### src/rtl/serial_bus_pkg.sv
// Shared definitions for the serial bus: slave receive states, default field widths
// and the bit order used on the serial lines.
package serial_bus_pkg;

    typedef enum logic [2:0] {
        IDLE,
        ADDR_RX,
        LEN_RX,
        DATA_RX,
        RD_ISSUE
    } state_t;

    localparam int DEF_ADDR_SIZE     = 12;
    localparam int DEF_WORD_SIZE     = 8;
    localparam int DEF_BURST_SIZE    = 15;
    localparam int DEF_SPLIT_TIMEOUT = 16;

    localparam bit LSB_FIRST = 1'b1;

endpackage

### src/rtl/serial_shift_rx.sv
// Serial-to-parallel shifter. o_value and o_full already include the bit being shifted
// this cycle, so the caller can latch a completed field on the edge that completes it.
module serial_shift_rx
    import serial_bus_pkg::*;
#(
    parameter int WIDTH = 8
) (
    input  logic             clk,
    input  logic             i_shift,
    input  logic             i_clr,
    input  logic             i_bit,
    output logic [WIDTH-1:0] o_value,
    output logic             o_full
);

    localparam int CW = $clog2(WIDTH + 1);

    logic [WIDTH-1:0] r_val;
    logic [CW-1:0]    r_cnt;
    logic             w_take;
    logic [WIDTH-1:0] w_next;

    assign w_take  = i_shift && (r_cnt != CW'(WIDTH));
    assign w_next  = LSB_FIRST ? ((r_val >> 1) | (WIDTH'(i_bit) << (WIDTH - 1)))
                               : ((r_val << 1) | WIDTH'(i_bit));
    assign o_value = w_take ? w_next : r_val;
    assign o_full  = (r_cnt == CW'(WIDTH)) || (w_take && (r_cnt == CW'(WIDTH - 1)));

    always_ff @(posedge clk) begin
        if (i_clr) begin
            r_val <= '0;
            r_cnt <= '0;
        end else if (w_take) begin
            r_val <= w_next;
            r_cnt <= r_cnt + CW'(1);
        end
    end

endmodule

### src/rtl/slave_in_port.sv
// Slave receive port: deserialises address, burst length and write data and issues
// core strobes. Define SLAVE_SPLIT_EN to enable the core-stall split request.
module slave_in_port
    import serial_bus_pkg::*;
#(
    parameter int SLAVE_ADDR_SIZE = DEF_ADDR_SIZE,
    parameter int WORD_SIZE       = DEF_WORD_SIZE,
    parameter int BURST_SIZE      = DEF_BURST_SIZE,
    parameter int SPLIT_TIMEOUT   = DEF_SPLIT_TIMEOUT
) (
    input  logic                       clk,
    input  logic                       rst,
    input  logic                       slave_select,
    input  logic                       read_en,
    input  logic                       addr_bus,
    input  logic                       burst_size_bus,
    input  logic                       w_data_bus,
    input  logic                       m_valid,
    input  logic                       core_ready,
    output logic                       s_ready,
    output logic [SLAVE_ADDR_SIZE-1:0] mem_addr,
    output logic [WORD_SIZE-1:0]       mem_wdata,
    output logic                       mem_we,
    output logic                       mem_re,
    output logic [BURST_SIZE-1:0]      burst_len,
    output logic                       rx_done,
    output logic                       rx_err,
    output logic                       split_req
);

    state_t                     r_state;
    logic                       r_read;
    logic                       r_wr_pending;
    logic [SLAVE_ADDR_SIZE-1:0] r_mem_addr;
    logic [WORD_SIZE-1:0]       r_hold;
    logic [BURST_SIZE-1:0]      r_burst_len;
    logic [BURST_SIZE-1:0]      r_word_cnt;

    logic                       w_s_ready, w_sample;
    logic                       w_addr_shift, w_len_shift, w_data_shift;
    logic                       w_addr_full, w_len_full, w_data_full;
    logic [SLAVE_ADDR_SIZE-1:0] w_addr_val;
    logic [BURST_SIZE-1:0]      w_len_val;
    logic [WORD_SIZE-1:0]       w_data_val;
    logic                       w_we, w_re, w_last, w_done;
    logic                       w_rx_state, w_abort, w_split;
    logic                       w_len_done, w_word_done, w_hdr_clr, w_data_clr;

    assign w_s_ready    = core_ready && !r_wr_pending && !rst;
    assign w_sample     = slave_select && w_s_ready;
    assign w_addr_shift = w_sample && ((r_state == IDLE) || (r_state == ADDR_RX));
    assign w_len_shift  = w_sample && (r_state == LEN_RX);
    assign w_data_shift = w_sample && (r_state == DATA_RX) && m_valid;
    assign w_len_done   = w_len_shift && w_len_full;
    assign w_word_done  = w_data_shift && w_data_full;

    assign w_we     = r_wr_pending && core_ready && !rst;
    assign w_re     = (r_state == RD_ISSUE) && core_ready && !rst;
    assign w_last   = (r_word_cnt == r_burst_len - 1'b1);
    assign w_done   = ((w_we && (r_state == DATA_RX)) || w_re) && w_last;

    // A completing strobe outranks a dropped select; RD_ISSUE is already committed.
    assign w_rx_state = (r_state == ADDR_RX) || (r_state == LEN_RX) || (r_state == DATA_RX);
    assign w_abort    = w_rx_state && !slave_select && !w_done && !w_split && !rst;

    assign w_hdr_clr  = rst || w_abort || w_split || w_len_done;
    assign w_data_clr = rst || w_abort || w_split || w_word_done;

`ifdef SLAVE_SPLIT_EN
    localparam int STALL_W = $clog2(SPLIT_TIMEOUT + 1);
    logic [STALL_W-1:0] r_stall;

    always_ff @(posedge clk) begin
        if (rst || (r_state == IDLE) || core_ready) begin
            r_stall <= '0;
        end else begin
            r_stall <= r_stall + STALL_W'(1);
        end
    end

    assign w_split = (r_state != IDLE) && !core_ready && !rst &&
                     (r_stall == STALL_W'(SPLIT_TIMEOUT - 1));
`else
    logic w_unused_timeout;
    assign w_unused_timeout = (SPLIT_TIMEOUT > 0);
    assign w_split          = 1'b0;
`endif

    serial_shift_rx #(.WIDTH(SLAVE_ADDR_SIZE)) u_addr_rx (
        .clk     (clk),
        .i_shift (w_addr_shift),
        .i_clr   (w_hdr_clr),
        .i_bit   (addr_bus),
        .o_value (w_addr_val),
        .o_full  (w_addr_full)
    );

    serial_shift_rx #(.WIDTH(BURST_SIZE)) u_len_rx (
        .clk     (clk),
        .i_shift (w_len_shift),
        .i_clr   (w_hdr_clr),
        .i_bit   (burst_size_bus),
        .o_value (w_len_val),
        .o_full  (w_len_full)
    );

    serial_shift_rx #(.WIDTH(WORD_SIZE)) u_data_rx (
        .clk     (clk),
        .i_shift (w_data_shift),
        .i_clr   (w_data_clr),
        .i_bit   (w_data_bus),
        .o_value (w_data_val),
        .o_full  (w_data_full)
    );

    always_ff @(posedge clk) begin
        if (rst) begin
            r_state      <= IDLE;
            r_read       <= 1'b0;
            r_wr_pending <= 1'b0;
            r_mem_addr   <= '0;
            r_hold       <= '0;
            r_burst_len  <= '0;
            r_word_cnt   <= '0;
        end else begin
            if (w_we || w_re) begin
                r_mem_addr <= r_mem_addr + 1'b1;
                r_word_cnt <= r_word_cnt + 1'b1;
            end
            if (w_we) begin
                r_wr_pending <= 1'b0;
            end
            if (w_word_done) begin
                r_wr_pending <= 1'b1;
                r_hold       <= w_data_val;
            end
            case (r_state)
                IDLE: begin
                    if (w_addr_shift) begin
                        r_read  <= read_en;
                        r_state <= w_addr_full ? LEN_RX : ADDR_RX;
                    end
                end
                ADDR_RX: begin
                    if (w_addr_shift && w_addr_full) begin
                        r_state <= LEN_RX;
                    end
                end
                LEN_RX: begin
                    if (w_len_done) begin
                        r_burst_len <= (w_len_val == '0) ? BURST_SIZE'(1) : w_len_val;
                        r_mem_addr  <= w_addr_val;
                        r_word_cnt  <= '0;
                        r_state     <= r_read ? RD_ISSUE : DATA_RX;
                    end
                end
                DATA_RX, RD_ISSUE: begin
                    if (w_done) begin
                        r_state <= IDLE;
                    end
                end
                default: r_state <= IDLE;
            endcase
            if (w_abort) begin
                r_state <= IDLE;
            end
            if (w_split) begin
                r_state      <= IDLE;
                r_wr_pending <= 1'b0;
            end
        end
    end

    assign s_ready   = w_s_ready;
    assign mem_addr  = r_mem_addr;
    assign mem_wdata = r_hold;
    assign mem_we    = w_we;
    assign mem_re    = w_re;
    assign burst_len = r_burst_len;
    assign rx_done   = w_done;
    assign rx_err    = w_abort;
    assign split_req = w_split;

endmodule
### config.mk
export PLATFORM = sky130hd
export DESIGN_NAME = slave_in_port
export DESIGN_NICKNAME = d
export VERILOG_FILES = /design/src/rtl/serial_bus_pkg.sv /design/src/rtl/serial_shift_rx.sv /design/src/rtl/slave_in_port.sv
export SDC_FILE = /design/constraint.sdc
export NUM_CORES = 1
export LEC_CHECK = 0
export ABC_CLOCK_PERIOD_IN_PS = 3500
export BUFFER_PORTS_ARGS = -buffer_cell sky130_fd_sc_hd__buf_2
export CAP_MARGIN = 20
export CORE_MARGIN = 2
export CORE_UTILIZATION = 45
export CTS_CLUSTER_DIAMETER = 200
export DETAILED_ROUTE_END_ITERATION = 7
export PLACE_DENSITY_LB_ADDON = 0.25
export SETUP_SLACK_MARGIN = 0.1
export SLEW_MARGIN = 20
export SYNTH_ARGS = -nofsm -noshare
export SYNTH_HDL_FRONTEND = slang
export SYNTH_HIERARCHICAL = 1
export SYNTH_SLANG_ARGS = --single-unit
### constraint.sdc
create_clock -name clk -period 3.5 [get_ports clk]
set_clock_uncertainty 0.2 [all_clocks]
set_input_delay 0.175 -clock clk [delete_from_list [all_inputs] [get_ports clk]]
set_output_delay 0.175 -clock clk [all_outputs]
set_load 0.02 [all_outputs]
==> out/metrics.json <==
{
  "worstRegToRegCells": {"value": 9},
  "cts_buffers": {"value": 9},
  "worst_path_class_setup": {"value": "register to output pin"},
  "antennaDiodeCount": {"value": 0},
  "max-cap-violations": {"value": 0},
  "outcome": {"value": "complete, no violations"},
  "worst_path_largest_cell_delay": {"value": 0.51, "unit": "ns"},
  "timing_worst_slew_pin_value": {"value": 0.565, "unit": "ns"},
  "dp_worst_setup_slack": {"value": 0.0560, "unit": "ns"},
  "timing.fmax": {"value": 0.303, "unit": "GHz"},
  "setup_repair_after_global_routing_missed_its_margin": {"value": "no"},
  "numClockSinks": {"value": 102},
  "critical_path_arrival": {"value": 2.93, "unit": "ns"},
  "synth.ff_latch_count": {"value": 102},
  "final_area": {"value": 6440, "unit": "µm²"},
  "setup_viol": {"value": 0},
  "fin_worst_hold_slack": {"value": 0.122, "unit": "ns"},
  "reg2reg_slack": {"value": 0.28, "unit": "ns"},
  "final_common_cell": {"value": "dfxtp_1"},
  "netlist-cell-type-count": {"value": 69},
  "endpoint_class_of_the_critical_path": {"value": "output pin"},
  "maxUsedRoutingLayer": {"value": "met4"},
  "cp.buffers_inverters": {"value": 1},
  "layout-area-overhead-vs-synth": {"value": 15.4, "unit": "%"},
  "route.detailed.drc": {"value": 0},
  "avgViaCountPerCell": {"value": 5.30},
  "design.portCount": {"value": 50},
  "place.detailed.instances": {"value": 817},
  "fp.dieArea": {"value": 13300, "unit": "µm²"},
  "first_drt_iteration_drcs": {"value": 331},
  "detailedRoute.firstPassIterationCount": {"value": 4},
  "vias_in_the_first_global_route": {"value": 4304},
  "required": {"value": 3.12, "unit": "ns"},
  "synth.top_cells.by_area": {"value": "dfxtp_1 37%, mux2i_1 8.1%, mux2_2 5.4%"},
  "crit_path_launch_type": {"value": "register"},
  "startpoint": {"value": "burst_len[9]$_SDFFE_PP0P_"},
  "reg2reg_to": {"value": "u_data_rx/r_val[1]$_SDFF_PP0_"},
  "last_element_of_the_critical_path": {"value": "rx_err"},
  "postLayoutCoreUtil": {"value": 53.4, "unit": "%"},
  "timing.final.ws_setup": {"value": 0.198, "unit": "ns"},
  "clk_pin_slew_worst_paths": {"value": 0.08, "unit": "ns"},
  "cellLeakagePower": {"value": 2.69, "unit": "nW"},
  "grt.total_usage": {"value": 18.9, "unit": "%"},
  "postSynthNetCount": {"value": 631},
  "max_fo_critical_path": {"value": 6},
  "timing_max_transition_violations_final": {"value": 0},
  "wirelength": {"value": 12100, "unit": "µm"},
  "postSynth.topFlopCell": {"value": "dfxtp_1"},
  "wire_per_inst": {"value": 14.4, "unit": "µm"},
  "die_w": {"value": 115, "unit": "µm"},
  "synth_enable_flop_cells": {"value": 0},
  "mapped_cell_area": {"value": 5580, "unit": "µm²"},
  "worst-path-stages": {"value": 8},
  "gpl.final_weighted_congestion": {"value": 0.818},
  "synthDominantCellAreaShare": {"value": 36.6, "unit": "%"},
  "final_min_period_over_clock_period": {"value": 94.3, "unit": "%"},
  "crit-reg2reg-launch": {"value": "burst_len[9]$_SDFFE_PP0P_"},
  "clock_tree_from_tritoncts": {"value": "built"},
  "placementRows": {"value": 40},
  "fp.coreArea": {"value": 12100, "unit": "µm²"},
  "ys_async_sr_fraction": {"value": 0, "unit": "%"},
  "grt_first_pass_wirelength": {"value": 20100, "unit": "µm"},
  "setup_total_negative_slack": {"value": 0, "unit": "ns"},
  "final_layout_size_suffix_gt1_share": {"value": 23.1, "unit": "%"},
  "clock_buffer_depth": {"value": 2},
  "final_cell_count_no_fill": {"value": 839},
  "timing.final.hold_violations": {"value": 0},
  "type_of_the_worst_min_delay_path": {"value": "primary input to register"},
  "antenna_violations_before_repair": {"value": 0},
  "synth.avg_cell_area": {"value": 9.10, "unit": "µm²"},
  "slew-limit-headroom": {"value": 62.3, "unit": "%"},
  "synth_top_area_cell": {"value": "dfxtp_1"},
  "met3_wl": {"value": 452, "unit": "µm"},
  "cp_slowest_cell": {"value": "or4_4"},
  "grt_overflow": {"value": 0},
  "synthesis.yosys.warnings": {"value": 6},
  "layout_common_cells": {"value": "101 x dfxtp_1, 58 x nor2_1, 48 x nand2_1, 48 x buf_2, 45 x mux2i_1"},
  "wl_met2": {"value": 5620, "unit": "µm"},
  "ctsRootBufferMaster": {"value": "clkbuf_16"},
  "dr_total_vias": {"value": 4449},
  "initial_core_utilization": {"value": 46.3, "unit": "%"},
  "dieHeight": {"value": 115, "unit": "µm"},
  "cp_top_family": {"value": "simple AND/OR/NAND/NOR gates"},
  "pin_count_of_the_biggest_net_entering_global_routing": {"value": 42},
  "power-per-cell-area": {"value": 354, "unit": "nW/µm²"},
  "detail_route.wirelength.met1": {"value": 5780, "unit": "µm"},
  "synth_seq_area_share": {"value": 36.6, "unit": "%"},
  "final_nets": {"value": 684},
  "placed_area": {"value": 6040, "unit": "µm²"},
  "detail-route-antenna-nets": {"value": 0},
  "htreeDepth": {"value": 3},
  "clock_latency": {"value": 0.35, "unit": "ns"},
  "io_buffers": {"value": 48},
  "crit_chain": {"value": "or4_4 > or4_1 > a211o_1 > a2111oi_4 > o211ai_2 > nand2_2 > nor2_1 > buf_2"},
  "synth_cells": {"value": 613},
  "vdd_drop_max": {"value": 0.290, "unit": "mV"},
  "design_power": {"value": 2.28, "unit": "mW"},
  "min_period": {"value": 3.30, "unit": "ns"},
  "hpwl_detailed": {"value": 8790, "unit": "µm"}
}
==> where the power goes <==
| group | switching (mW) | internal (mW) |
|---|---|---|
| logic | 0.0411 | 0.0352 |
| registers | 0.00353 | 1.16 |
| clock network | 0.453 | 0.583 |
==> cell families after synthesis <==
family | share of synthesized area (%)
buf+inv | 4.60
simple gates | 24.6
flops | 36.6
compound gates | 9.94
other cells | 0.0672
xor+xnor | 5.97
fa+ha+maj | 2.02
mux | 16.2
==> how the worst min path moves through the flow <==
stage                 startpoint                      end  slack (ns)  cells after the start
floorplan                read_en      r_read$_SDFFE_PP0P_        0.12                      2
global placement         read_en      r_read$_SDFFE_PP0P_        0.24                      3
detailed placement       read_en      r_read$_SDFFE_PP0P_        0.24                      3
CTS                 slave_select  r_state[2]$_SDFFE_PP0P_        0.08                      4
global route        slave_select  r_state[2]$_SDFFE_PP0P_        0.16                      4
finish              slave_select  r_state[2]$_SDFFE_PP0P_        0.12                      4
==> cell usage after synthesis, drive strengths merged, types with 6 or more instances <==
| cell type | instances |
|---|---|
| dfxtp | 102 |
| nor2 | 58 |
| nand2 | 52 |
| mux2i | 45 |
| nand2b | 44 |
| mux2 | 37 |
| clkbuf | 26 |
| xor2 | 21 |
| a21oi | 18 |
| xnor2 | 17 |
| inv | 15 |
| nand3 | 15 |
| a211oi | 14 |
| buf | 12 |
| nor3 | 11 |
| and3 | 10 |
| nand4 | 10 |
| o21ai | 10 |
| ha | 9 |
| nor4 | 9 |
| nand3b | 6 |
==> worst reg2reg max path, stage by stage, from the launching register on <==
cell and delay (ns):
dfxtp_1 0.36, or4_4 0.51, or4_1 0.48, a211o_1 0.32, a2111oi_4 0.33, o211ai_2 0.19, buf_4 0.18, a21o_2 0.27
nand2b_1 0.20, mux2i_1 0.13
==> metal layers <==
metal | global-route usage [%] | vias up
met4 | 5.86 | 0
li1 | - | 2269
met5 | 0 | -
met3 | 4.90 | 19
met1 | 24.3 | 2080
met2 | 31.0 | 81
==> layout make-up <==
type / count / area [µm²]
Clock inverter: 5 / 68.8
Fill cell: 1108 / 5620
Tap cell: 168 / 210
Clock buffer: 11 / 243
Inverter: 15 / 56.3
Timing Repair Buffer: 80 / 505
Multi-Input combinational cell: 458 / 3310
Sequential cell: 102 / 2040
==> flip-flops by register name, summed over array words and instances, names as in the netlist <==
| signal | cells |
|---|---|
| mem_wdata | 8 |
| u_len_rx/r_val | 15 |
| r_state | 3 |
| mem_addr | 12 |
| r_wr_pending | 1 |
| r_read | 1 |
| u_data_rx/r_cnt | 4 |
| r_word_cnt | 15 |
| u_addr_rx/r_cnt | 4 |
| u_addr_rx/r_val | 12 |
| u_len_rx/r_cnt | 4 |
| u_data_rx/r_val | 8 |
| burst_len | 15 |
==> repair_timing <==
| item | 4_1_cts | 5_1_grt |
|---|---|---|
| hold buffers | 5 | 0 |
| buffers inserted | 1 | 0 |
| pin swaps | 2 | 2 |
| hold endpoints to repair | 6 | 0 |
| setup endpoints to repair | 29 | 43 |
| resized for setup | 1 | 7 |
No activity file was read; power rests on OpenSTA's default activity.
